File: config.mk
export PLATFORM = sky130hd
export DESIGN_NAME = nn_load_sequencer
export DESIGN_NICKNAME = d
export VERILOG_FILES = /design/src/rtl/nn_seq_pkg.sv /design/src/rtl/nn_seq_counter.sv /design/src/rtl/nn_load_sequencer.sv
export SDC_FILE = /design/constraint.sdc
export NUM_CORES = 1
export LEC_CHECK = 0
export CORE_MARGIN = 2
export CORE_UTILIZATION = 49
export DETAILED_ROUTE_END_ITERATION = 7
export PLACE_DENSITY = 0.75
export SYNTH_ARGS = -nofsm -noshare
export SYNTH_HDL_FRONTEND = slang
export SYNTH_SLANG_ARGS = --single-unit
File: constraint.sdc
create_clock -name clk -period 1.85 [get_ports clk]
set_input_delay 0.37 -clock clk [delete_from_list [all_inputs] [get_ports clk]]
set_output_delay 0.37 -clock clk [all_outputs]
set_load 0.01 [all_outputs]
File: src/rtl/nn_seq_pkg.sv
// nn_seq_pkg: command encoding, FSM state type and default sizes shared by
// the nn_load_sequencer block and its testbench.
package nn_seq_pkg;

  localparam int unsigned DEF_W_NIBBLES = 8;   // 32-bit weight register
  localparam int unsigned DEF_D_NIBBLES = 32;  // 128-bit data register
  localparam int unsigned DEF_N_W       = 4;   // terms per output
  localparam int unsigned DEF_N_OUT     = 4;   // outputs per run

  localparam logic [1:0] CMD_CLR = 2'b00;
  localparam logic [1:0] CMD_LDW = 2'b01;
  localparam logic [1:0] CMD_LDD = 2'b10;
  localparam logic [1:0] CMD_RUN = 2'b11;

  typedef enum logic [2:0] {
    ST_IDLE,
    ST_LOAD_W,
    ST_LOAD_D,
    ST_RUN,
    ST_FLUSH
  } state_e;

endpackage

File: src/rtl/nn_seq_counter.sv
// nn_seq_counter: loadable up-counter with a terminal-count flag at LIMIT-1.
// Callers reload on terminal count, so the counter never wraps.
module nn_seq_counter #(
  parameter  int unsigned LIMIT = 16,
  localparam int unsigned CW    = (LIMIT > 1) ? $clog2(LIMIT) : 1
) (
  input  logic          clk,
  input  logic          rst,
  input  logic          load_i,
  input  logic [CW-1:0] load_val_i,
  input  logic          en_i,
  output logic [CW-1:0] count_o,
  output logic          tc_o
);

  logic [CW-1:0] count_q, count_d;

  // NOTE: count_d gets its default before any branch, so no path leaves it unassigned (no latch).
  always_comb begin
    count_d = count_q;
    if (load_i)    count_d = load_val_i;
    else if (en_i) count_d = count_q + 1'b1;
  end

  // NOTE: flops use non-blocking assignments so every register samples pre-edge values.
  always_ff @(posedge clk or posedge rst) begin
    if (rst) count_q <= '0;
    else     count_q <= count_d;
  end

  assign count_o = count_q;
  assign tc_o    = (count_q == CW'(LIMIT - 1));

endmodule

File: src/rtl/nn_load_sequencer.sv
// nn_load_sequencer: drives weight/data shift-register strobes from nibble commands and
// steps the MAC through an N_W x N_OUT dot-product schedule. Optional NN_SEQ_ABORT_EN adds abort.
module nn_load_sequencer
  import nn_seq_pkg::*;
#(
  parameter int unsigned W_NIBBLES = DEF_W_NIBBLES,
  parameter int unsigned D_NIBBLES = DEF_D_NIBBLES,  // must be >= W_NIBBLES
  parameter int unsigned N_W       = DEF_N_W,        // power of two
  parameter int unsigned N_OUT     = DEF_N_OUT
) (
  input  logic                           clk,
  input  logic                           rst,
`ifdef NN_SEQ_ABORT_EN
  input  logic                           abort,
`endif
  input  logic [1:0]                     cmd,
  input  logic                           cmd_valid,
  input  logic [3:0]                     nib_in,
  input  logic                           nib_valid,
  output logic [3:0]                     nib_out,
  output logic                           w_shift,
  output logic                           d_shift,
  output logic                           w_clr,
  output logic                           d_clr,
  output logic [$clog2(N_W)-1:0]         w_sel,
  output logic [$clog2(N_W*N_OUT)-1:0]   d_sel,
  output logic                           mac_clr,
  output logic                           mac_en,
  output logic                           out_valid,
  output logic [$clog2(N_OUT)-1:0]       out_idx,
  output logic                           busy,
  output logic                           w_loaded,
  output logic                           d_loaded,
  output logic                           err
);

  localparam int unsigned STEPS   = N_W * N_OUT;
  localparam int unsigned NIB_CW  = $clog2(D_NIBBLES);
  localparam int unsigned STEP_CW = $clog2(STEPS);
  localparam int unsigned W_SEL_W = $clog2(N_W);
  localparam int unsigned OUT_W   = $clog2(N_OUT);

  logic abort_req;
`ifdef NN_SEQ_ABORT_EN
  assign abort_req = abort;
`else
  assign abort_req = 1'b0;
`endif

  state_e             state_q, state_d;
  logic [3:0]         nib_out_q, nib_out_d;
  logic               w_shift_q, w_shift_d, d_shift_q, d_shift_d;
  logic               w_clr_q, w_clr_d, d_clr_q, d_clr_d;
  logic               out_valid_q, out_valid_d;
  logic [OUT_W-1:0]   out_idx_q, out_idx_d;
  logic               w_loaded_q, w_loaded_d, d_loaded_q, d_loaded_d;
  logic               err_q, err_d;

  logic               nib_load, nib_en, nib_tc;
  logic [NIB_CW-1:0]  nib_cnt;
  logic               step_load, step_en, step_tc;
  logic [STEP_CW-1:0] step_cnt;
  logic               nib_last, last_term;

  // One nibble counter serves both loads; D_NIBBLES sets its width and terminal count.
  nn_seq_counter #(.LIMIT(D_NIBBLES)) u_nib_cnt (
    .clk        (clk),
    .rst        (rst),
    .load_i     (nib_load),
    .load_val_i ('0),
    .en_i       (nib_en),
    .count_o    (nib_cnt),
    .tc_o       (nib_tc)
  );

  nn_seq_counter #(.LIMIT(STEPS)) u_step_cnt (
    .clk        (clk),
    .rst        (rst),
    .load_i     (step_load),
    .load_val_i ('0),
    .en_i       (step_en),
    .count_o    (step_cnt),
    .tc_o       (step_tc)
  );

  assign nib_last  = (state_q == ST_LOAD_W) ? (nib_cnt == NIB_CW'(W_NIBBLES - 1)) : nib_tc;
  assign last_term = (step_cnt[W_SEL_W-1:0] == W_SEL_W'(N_W - 1));

  always_comb begin
    state_d     = state_q;
    nib_out_d   = nib_out_q;
    w_shift_d   = 1'b0;
    d_shift_d   = 1'b0;
    w_clr_d     = 1'b0;
    d_clr_d     = 1'b0;
    out_valid_d = 1'b0;
    out_idx_d   = out_idx_q;
    w_loaded_d  = w_loaded_q;
    d_loaded_d  = d_loaded_q;
    err_d       = err_q;
    nib_load    = 1'b0;
    nib_en      = 1'b0;
    step_load   = 1'b0;
    step_en     = 1'b0;

    // Any command outside IDLE is dropped but remembered as an error.
    if (cmd_valid && state_q != ST_IDLE) err_d = 1'b1;

    case (state_q)
      ST_IDLE: begin
        if (cmd_valid) begin
          case (cmd)
            CMD_CLR: begin
              w_clr_d    = 1'b1;
              d_clr_d    = 1'b1;
              w_loaded_d = 1'b0;
              d_loaded_d = 1'b0;
              err_d      = 1'b0;
            end
            CMD_LDW: begin
              state_d    = ST_LOAD_W;
              w_clr_d    = 1'b1;
              w_loaded_d = 1'b0;
              nib_load   = 1'b1;
            end
            CMD_LDD: begin
              state_d    = ST_LOAD_D;
              d_clr_d    = 1'b1;
              d_loaded_d = 1'b0;
              nib_load   = 1'b1;
            end
            default: begin
              if (w_loaded_q && d_loaded_q) begin
                state_d   = ST_RUN;
                step_load = 1'b1;
              end else begin
                err_d = 1'b1;
              end
            end
          endcase
        end
      end

      ST_LOAD_W, ST_LOAD_D: begin
        if (abort_req) begin
          state_d  = ST_IDLE;
          nib_load = 1'b1;
        end else if (nib_valid) begin
          nib_out_d = nib_in;
          w_shift_d = (state_q == ST_LOAD_W);
          d_shift_d = (state_q == ST_LOAD_D);
          if (nib_last) begin
            state_d  = ST_IDLE;
            nib_load = 1'b1;
            if (state_q == ST_LOAD_W) w_loaded_d = 1'b1;
            else                      d_loaded_d = 1'b1;
          end else begin
            nib_en = 1'b1;
          end
        end
      end

      ST_RUN: begin
        if (abort_req) begin
          state_d   = ST_IDLE;
          step_load = 1'b1;
        end else begin
          // The group result is valid the cycle after its last term accumulates.
          if (last_term) begin
            out_valid_d = 1'b1;
            out_idx_d   = OUT_W'(step_cnt >> W_SEL_W);
          end
          if (step_tc) begin
            state_d   = ST_FLUSH;
            step_load = 1'b1;
          end else begin
            step_en = 1'b1;
          end
        end
      end

      ST_FLUSH: state_d = ST_IDLE;

      default: state_d = ST_IDLE;
    endcase
  end

  always_ff @(posedge clk or posedge rst) begin
    if (rst) begin
      state_q     <= ST_IDLE;
      nib_out_q   <= '0;
      w_shift_q   <= 1'b0;
      d_shift_q   <= 1'b0;
      w_clr_q     <= 1'b0;
      d_clr_q     <= 1'b0;
      out_valid_q <= 1'b0;
      out_idx_q   <= '0;
      w_loaded_q  <= 1'b0;
      d_loaded_q  <= 1'b0;
      err_q       <= 1'b0;
    end else begin
      state_q     <= state_d;
      nib_out_q   <= nib_out_d;
      w_shift_q   <= w_shift_d;
      d_shift_q   <= d_shift_d;
      w_clr_q     <= w_clr_d;
      d_clr_q     <= d_clr_d;
      out_valid_q <= out_valid_d;
      out_idx_q   <= out_idx_d;
      w_loaded_q  <= w_loaded_d;
      d_loaded_q  <= d_loaded_d;
      err_q       <= err_d;
    end
  end

  assign nib_out   = nib_out_q;
  assign w_shift   = w_shift_q;
  assign d_shift   = d_shift_q;
  assign w_clr     = w_clr_q;
  assign d_clr     = d_clr_q;
  assign out_valid = out_valid_q;
  assign out_idx   = out_idx_q;
  assign w_loaded  = w_loaded_q;
  assign d_loaded  = d_loaded_q;
  assign err       = err_q;

  assign busy    = (state_q != ST_IDLE);
  assign mac_en  = (state_q == ST_RUN);
  assign mac_clr = mac_en && (step_cnt[W_SEL_W-1:0] == '0);
  assign w_sel   = mac_en ? step_cnt[W_SEL_W-1:0] : '0;
  assign d_sel   = mac_en ? step_cnt : '0;

endmodule

### Word-level counts from Yosys, hierarchy flattened

Index checks and enable logic that the tools add are counted.

* reduce and logical (&&, ||, !) cells: 20
* equality and inequality tests: 19
* add/subtract/negate cells: 2
* multiplexer cells: 58

Operator list (count)
* $mux W1: 40
* $pmux W3 S3: 2
* $reduce_and A6 Y1: 3
* $ne A2 B2 Y1 const B: 8
* $mux W3: 5
* $mux W4: 3
* $mux W5: 2
* $pmux W1 S2: 5
* $reduce_or A2 Y1: 4
* $eq A3 B2 Y1 const B: 2
* $reduce_bool A2 Y1: 3
* $add A5 B1 Y5 const B: 1
* $eq A5 B3 Y1 const B: 1
* $eq A5 B5 Y1 const B: 1
* $add A4 B1 Y4 const B: 1
* $eq A2 B2 Y1 const B: 2
* $eq A4 B4 Y1 const B: 1
* $logic_not A2 Y1: 2
* $ne A4 B2 Y1 const B: 1
* $reduce_and A2 Y1: 2
* $eq A3 B1 Y1 const B: 1
* $logic_and A1 B1 Y1: 3
* $logic_not A3 Y1: 1
* $reduce_bool A3 Y1: 1
* 4 further kinds: 4

* output and inout port bits: 23
* logic and storage cells: 112
* flip-flop bits (word level): 26
* bits of input ports: 10

### Logic depth before layout (Yosys ltp)

Gate-level depths: netlist of run 1.

* depth after elaboration: 7
* gate-level depth with buffers: 6
* depth with buffers taken out: 6

### By module

From an unflattened synthesis of run 1, not the netlist that was laid out.

* cells, all modules: 146
* area total of the unflattened synthesis: 1535.2 um^2

By module, submodules not included
* nn_load_sequencer: area an instance 1044.8 um^2, seq. area each 425.4 um^2, cells each 99, instances 1
* nn_seq_counter at u_nib_cnt: area an instance 284.0 um^2, seq. area each 125.1 um^2, cells each 27, instances 1
* nn_seq_counter at u_step_cnt: area an instance 206.4 um^2, seq. area each 100.1 um^2, cells each 20, instances 1

### Least setup slack after synthesis of run 1

No wires, ideal clock.

* kind: register to register
* start point: register state_q[1]
* end point: register d_loaded_q (netlist: d_loaded)
* cell stages (with the launch flop): 7
* period minus slack after synthesis: 1.619 ns
* setup time: 0.126 ns
* arrival time: 1.493 ns
* required time: 1.724 ns
* path buffers: 1
* slack: 0.231 ns
* cell sequence: dfrtp_1 > buf_6 > nor3_2 > inv_2 > o21ai_1 > nor2_1 > a221o_1

* longest elaborated chain between the ends: 4
* elaborated cells on any way between the ends: 13
* classes of those cells: 7 x eq/ne; 2 x mux; 4 x reduce/logical

Ends and longest elaborated chain
* start, declared: line nn_load_sequencer.sv:50 `state_e state_q, state_d;`
* start signal, assigned: line nn_load_sequencer.sv:202 `state_q <= state_d;`
* $eq A3 B1 Y1 or $eq A3 B2 Y1 (tied branches): line nn_load_sequencer.sv:86, nn_load_sequencer.sv:109, nn_load_sequencer.sv:155
* $reduce_or A2 Y1 or $mux W1 (tied branches): line nn_load_sequencer.sv:109, nn_load_sequencer.sv:86
* $ne A2 B2 Y1 (no source line) or $reduce_bool A2 Y1 (tied branches)
* $reduce_and A6 Y1 (no source line)
* end signal, assigned: line nn_load_sequencer.sv:211 `d_loaded_q <= d_loaded_d;`
* end, declared: line nn_load_sequencer.sv:56 `logic w_loaded_q, w_loaded_d, d_loaded_q, d_loaded_d;`

Parallel ways exist; a longest one is shown, timed or not.
A chain may end at the register's enable or synchronous reset.

### Worst setup path after layout of run 1

* start point: register state_q[2]
* end point: output port w_sel[1]

* longest elaborated chain between the ends: 2

Ends and longest elaborated chain
* $eq A3 B2 Y1: line nn_load_sequencer.sv:228 `assign mac_en = (state_q == ST_RUN);`
* $mux W2: line nn_load_sequencer.sv:230 `assign w_sel = mac_en ? step_cnt[W_SEL_W-1:0] : '0;`
* end, declared: line nn_load_sequencer.sv:25 `output logic [$clog2(N_W)-1:0] w_sel,`

No other way between the ends.

==> results of run 1 <==
-- area by class of cell --
cell class | count | share of cell area, %
well taps | 31 | 2.01
flip-flops and latches | 26 | 33.7
inverters | 9 | 1.75
clock inverters | 1 | 1.55
clock buffers | 3 | 1.17
repair buffers | 51 | 23.3
multi-input cells | 108 | 36.5
-- power by group through the flow --
stage | combinational [W] | clock [W] | sequential, W
floorplan | 0.000788 | 0 | 0.000985
CTS | 0.00143 | 0.000405 | 0.000952
global route | 0.00160 | 0.000436 | 0.000988
finish | 0.00146 | 0.000405 | 0.000958
detailed placement | 0.00136 | 0 | 0.000964
global placement | 0.00133 | 0 | 0.000958
-- synth_stat cells, drive strengths merged (4+ instances only) --
cell / instances / area share (%)
inv: 9 / 2.4
nand2: 22 / 5.8
nor2: 15 / 4.0
nor3b: 4 / 2.9
o21ai: 5 / 1.8
a21oi: 5 / 1.8
ha: 8 / 7.0
nand3: 12 / 4.2
nor3: 5 / 2.1
buf: 5 / 3.0
and2: 4 / 1.8
dfrtp: 26 / 46
-- routing by layer --
metal  up-vias  track usage (%)  share of wire, %
li1        606                -                 -
met1       606             24.8                44
met2        37             33.3                50
met3         4             3.35               4.9
met4         0             9.30              0.69
met5         -                0                 0
-- kinds of logic after synthesis --
group | Yosys count | synth area share, %
multiplexers | 3 | 2.55
adder cells (fa/ha/maj) | 8 | 7.05
flip-flops | 26 | 45.8
XOR/XNOR | 5 | 3.08
buffers and inverters | 15 | 5.64
AND/OR/NAND/NOR | 70 | 25.1
AO/OA/AOI/OAI | 22 | 10.7
-- critical path, delay by kind of cell (launching register included) --
| family | cells | cell delay, ns |
|---|---|---|
| flops | 1 | 0.40 |
| simple gates | 2 | 0.31 |
| buf+inv | 3 | 0.38 |
-- repair_timing --
action,CTS,global route
cloned,0,0
setup buffers,5,1
pin swaps,3,1
setup endpoints to repair,9,7
resized for setup,23,14
-- registers in the layout, indices dropped and copies added (netlist names) --
name and count:
d_clr 1, d_loaded 1, d_shift 1, err 1
nib_out 4, out_idx 2, out_valid 1, state_q 3
u_nib_cnt.count_o 5, u_step_cnt.count_o 4, w_clr 1, w_loaded 1
w_shift 1
-- metrics by stage --
stage | utilization (%) | total power (W) | area (µm²) | hold WS (ns)
after floorplan | - | 0.00177 | 1420 | 0.410
after global placement | 66.4 | 0.00229 | 1830 | 0.458
after detailed placement | 66.4 | 0.00233 | 1830 | 0.470
after CTS | 69.4 | 0.00278 | 1910 | 0.382
after global routing | 70.1 | 0.00302 | 1930 | 0.396
final | 70.1 | 0.00283 | 1930 | 0.369
-- worst max-delay path by stage --
stage,slack [ns],endpoint,startpoint
after floorplan,0.23,d_loaded,state_q[1]
after global routing,-0.02,d_sel[1],state_q[2]
after detailed placement,0.02,state_q[1],cmd[1]
after CTS,-0.05,d_sel[0],state_q[2]
after global placement,0.04,w_loaded,cmd[0]
final,0.05,w_sel[1],state_q[2]
==> results.json, run 1 <==
{
  "place_ws_ns": 0.0217,
  "ys_seq_area_share_pct": 45.8,
  "io_buffers": 32,
  "multi_input_area_um2": 706,
  "postCtsHoldBufs": 0,
  "die_width_um": 57.8,
  "row_count": 19,
  "worst_pin_slew_ns": 0.330,
  "layout_commonest_cell": "dfrtp_1",
  "reg2reg_slack_ns": 0.13,
  "period_needed_ns": 1.80,
  "setup_slack_ns": 0.0512,
  "vias_per_cell": 5.47,
  "hold_violations": 0,
  "slowest_stage": "dfrtp_1",
  "crit_path_start_kind": "flip-flop",
  "vdd_drop_max_uv": 1100,
  "clk_pin_slew_ns": 0.16,
  "place_hpwl_mm": 2.20,
  "end_kind": "primary output",
  "drcViolationCount": 0,
  "synth_edf_count": 0,
  "yosys_warnings": 0,
  "cellInternalPower_w": 0.00177,
  "synth_cells": 149,
  "place.gp.congestion": 0.846,
  "nets": 217,
  "track_usage_pct": 19.8,
  "outcome": "completed",
  "netlist_area_um2": 1420,
  "critPathKind": "reg2out",
  "finalSetupViolations": 0,
  "ys_ff_latch": 26,
  "slew_viol_final": 0,
  "p_per_area_nw_per_um2": 1460,
  "pwr-share-clk_pct": 14.3,
  "ios": 33,
  "die_h_um": 57.8,
  "worstPathRequired_ns": 1.48,
  "swShare_pct": 37.5,
  "drt-initial-drc-count": 34,
  "syn2layout_area_growth_pct": 36.0,
  "clock_latency_ns": 0.33,
  "drt_first_pass_iters": 4,
  "antenna_cells": 0,
  "initial_utilization_pct": 51.5,
  "finalCritPeriodShare_pct": 97.2,
  "setup_tns_ns": 0,
  "cts_root_buf": "clkbuf_4",
  "relSlewSlack_pct": 77.5,
  "htreeDepth": 1,
  "synth_nets": 167,
  "rsz0062_at_grt": "yes",
  "synthDistinctLibCells": 38,
  "grt_max_degree": 27,
  "via_count": 1253,
  "dieArea_um2": 3340,
  "cpMostUsedCell": "buf_6",
  "avgRoutedWirePerCell_um": 13.3,
  "drt-total-wl_mm": 3.05,
  "clock_path_buffers": 2,
  "grt-ovfl-total": 0,
  "drive_above_1_share_pct": 21.2,
  "fin_cells": 229,
  "core_region_area_um2": 2760,
  "clock-sinks": 26,
  "worst_hold_path_type": "in2async",
  "synth_area_per_cell_um2": 9.53,
  "grt_pass1_vias": 1231,
  "tritoncts": "done",
  "drtAntennaViolNets": 0,
  "maxCapViolCount": 0,
  "fill_cells": 227,
  "mostFrequentLayoutCells": "dfrtp_1 (26), clkdlybuf4s50_1 (23), nand2_1 (22)",
  "p_leak_nw": 0.915,
  "cpPeakStageDelay_ns": 0.40,
  "cts_buffers": 3,
  "cp_max_fo": 3,
  "power_frac_comb_pct": 51.8,
  "finalClockSkew_ns": 0.00575,
  "async_flop_share_pct": 100,
  "rr_startpoint": "state_q[1]",
  "fmax_mhz": 556,
  "worstPathCellList": "nand3b_1, buf_6, buf_6, nor2_4, buf_6",
  "seq_area_um2": 651,
  "synth_ff_type": "dfrtp_1",
  "r2r_end": "u_nib_cnt.count_o[3]",
  "rr_worst_depth": 6,
  "placed_cells": 219,
  "grt_pass1_wl_mm": 5.13,
  "p_sw_w": 0.00106,
  "grt_antenna_before_repair": 0,
  "pwr-share-seq_pct": 33.9,
  "arrival_ns": 1.43
}
No activity file was read; power rests on OpenSTA's default activity.
==> run 2: changes to the inputs <==
==> constraint.sdc (replaced) <==
create_clock -name clk -period 1.85 [get_ports clk]
set_input_delay 0.37 -clock clk [delete_from_list [all_inputs] [get_ports clk]]
set_output_delay 0.37 -clock clk [all_outputs]
set_load 0.005 [all_outputs]
==> run 2 against run 1 <==
Against the previous run: combinational power increased by 3%; wire length up 2.8%; critical path type unchanged; final cell count grew 2.6%; first-iteration DRC count is 88% higher; total power increased by 1.4%; sequential share of layout area down 0.64 points; critical path depth up 1; global-route usage increased by 0.57 points; hold slack got worse by 0.0067 ns; largest power group unchanged; core utilization up 1.4 points; clock-buffer cell count is the same.
==> results.json, run 2 (synthesis results as in run 1) <==
{
  "cpPeakStageDelay_ns": 0.40,
  "drtAntennaViolNets": 0,
  "vias_per_cell": 5.48,
  "clk_pin_slew_ns": 0.15,
  "grt-ovfl-total": 0,
  "clock_latency_ns": 0.34,
  "setup_tns_ns": 0,
  "syn2layout_area_growth_pct": 38.7,
  "hold_violations": 0,
  "nets": 223,
  "finalClockSkew_ns": 0.00520,
  "relSlewSlack_pct": 78.2,
  "worstPathCellList": "nand3b_1, inv_2, buf_6, buf_6, and2_4, clkbuf_2",
  "fin_cells": 235,
  "grt_antenna_before_repair": 0,
  "worst_pin_slew_ns": 0.321,
  "worst_path_dominant_cell_family": "flip-flops",
  "fmax_mhz": 545,
  "postCtsHoldBufs": 0,
  "outcome": "completed",
  "slowest_stage": "dfrtp_1",
  "rsz0062_at_grt": "yes",
  "drcViolationCount": 0,
  "htreeDepth": 1,
  "row_count": 19,
  "fin_util_pct": 71.4,
  "via_count": 1287,
  "io_buffers": 32,
  "worst_hold_path_type": "in2async",
  "finalSetupViolations": 0,
  "place.gp.congestion": 0.836,
  "mostFrequentLayoutCells": "dfrtp_1 (26), clkdlybuf4s50_1 (23), nand2_1 (22)",
  "critPathBufInv": 4,
  "drt-initial-drc-count": 64,
  "slew_viol_final": 0,
  "drt_first_pass_iters": 5,
  "grt_max_degree": 27,
  "fill_cells": 215,
  "tritoncts": "done",
  "drt-total-wl_mm": 3.14,
  "grt_pass1_wl_mm": 5.32,
  "period_needed_ns": 1.84,
  "core_region_area_um2": 2760,
  "layout_commonest_cell": "dfrtp_1",
  "critPathKind": "reg2out",
  "crit_path_start_kind": "flip-flop",
  "place_hpwl_mm": 2.27,
  "finalCritPeriodShare_pct": 99.2,
  "end_kind": "primary output",
  "antenna_cells": 0,
  "clock-sinks": 26,
  "worstPathRequired_ns": 1.48,
  "cpMostUsedCell": "buf_6",
  "avgRoutedWirePerCell_um": 13.3,
  "arrival_ns": 1.47,
  "cts_root_buf": "clkbuf_4",
  "cp_max_fo": 3,
  "cts_buffers": 3,
  "placed_cell_area_um2": 1830,
  "placed_cells": 219,
  "die_width_um": 57.8,
  "ios": 33,
  "track_usage_pct": 20.3,
  "clock_path_buffers": 2,
  "initial_utilization_pct": 51.5,
  "p_leak_nw": 0.940,
  "drive_above_1_share_pct": 24.5,
  "maxCapViolCount": 0,
  "die_h_um": 57.8,
  "largest_reg_flops": 5,
  "stdcell_area_um2": 1970,
  "multi_input_area_um2": 708,
  "vdd_drop_max_uv": 1060,
  "grt_pass1_vias": 1231,
  "p_per_area_nw_per_um2": 1450,
  "dieArea_um2": 3340,
  "seq_area_um2": 651
}
[run 2: layer usage]
layer,wire length (µm),track usage [%],up-vias
li1,-,-,620
met1,1370,25.5,622
met2,1560,35.1,40
met3,164,3.35,5
met4,41,7.97,0
met5,0,0,-
[run 2: power by group]
part,internal (W),total [W],switching (W)
logic,0.000843,0.00150,0.000662
clock network,0.000220,0.000401,0.000181
registers,0.000783,0.000959,0.000176
[run 2: final timing paths]
check / end / startpoint / slack, ns / cells after the start
hold reg to reg: nib_out[0] / nib_out[0] / 0.50 / 2
min in group clk: nib_out[0] / nib_out[0] / 0.50 / 2
max in group asynchronous: w_shift / rst / 1.24 / 3
hold / removal: nib_out[3] / rst / 0.36 / 3
setup / recovery: mac_clr / state_q[2] / 0.01 / 6
setup reg to reg: d_loaded / state_q[2] / 0.12 / 7
[run 2: repair_timing]
action,in CTS,in global routing
setup buffers,7,5
setup endpoints to repair,9,8
resized for setup,10,25
pin swaps,3,3
[run 2: final cells by class]
cell class,count,area share [%]
inverters,9,1.72
multi-input cells,108,36.0
flip-flops and latches,26,33.0
clock inverters,1,1.52
clock buffers,3,1.14
well taps,31,1.97
repair buffers,57,24.7
[run 2: per-stage QoR]
stage,setup slack (ns),power [W],hold WS [ns]
floorplan,0.231,0.00171,0.410
global placement,0.0393,0.00222,0.457
detailed placement,-0.00473,0.00227,0.464
CTS,-0.104,0.00273,0.374
global route,-0.0464,0.00308,0.390
finish,0.0148,0.00286,0.363
[run 2: worst register-to-register path: cells and delay by family, from the launching register on]
kind,cells,cell delay [ns]
AOI/OAI and AO/OA,2,0.56
DFF,1,0.40
buffers and inverters,3,0.40
and+or+nand+nor,2,0.28
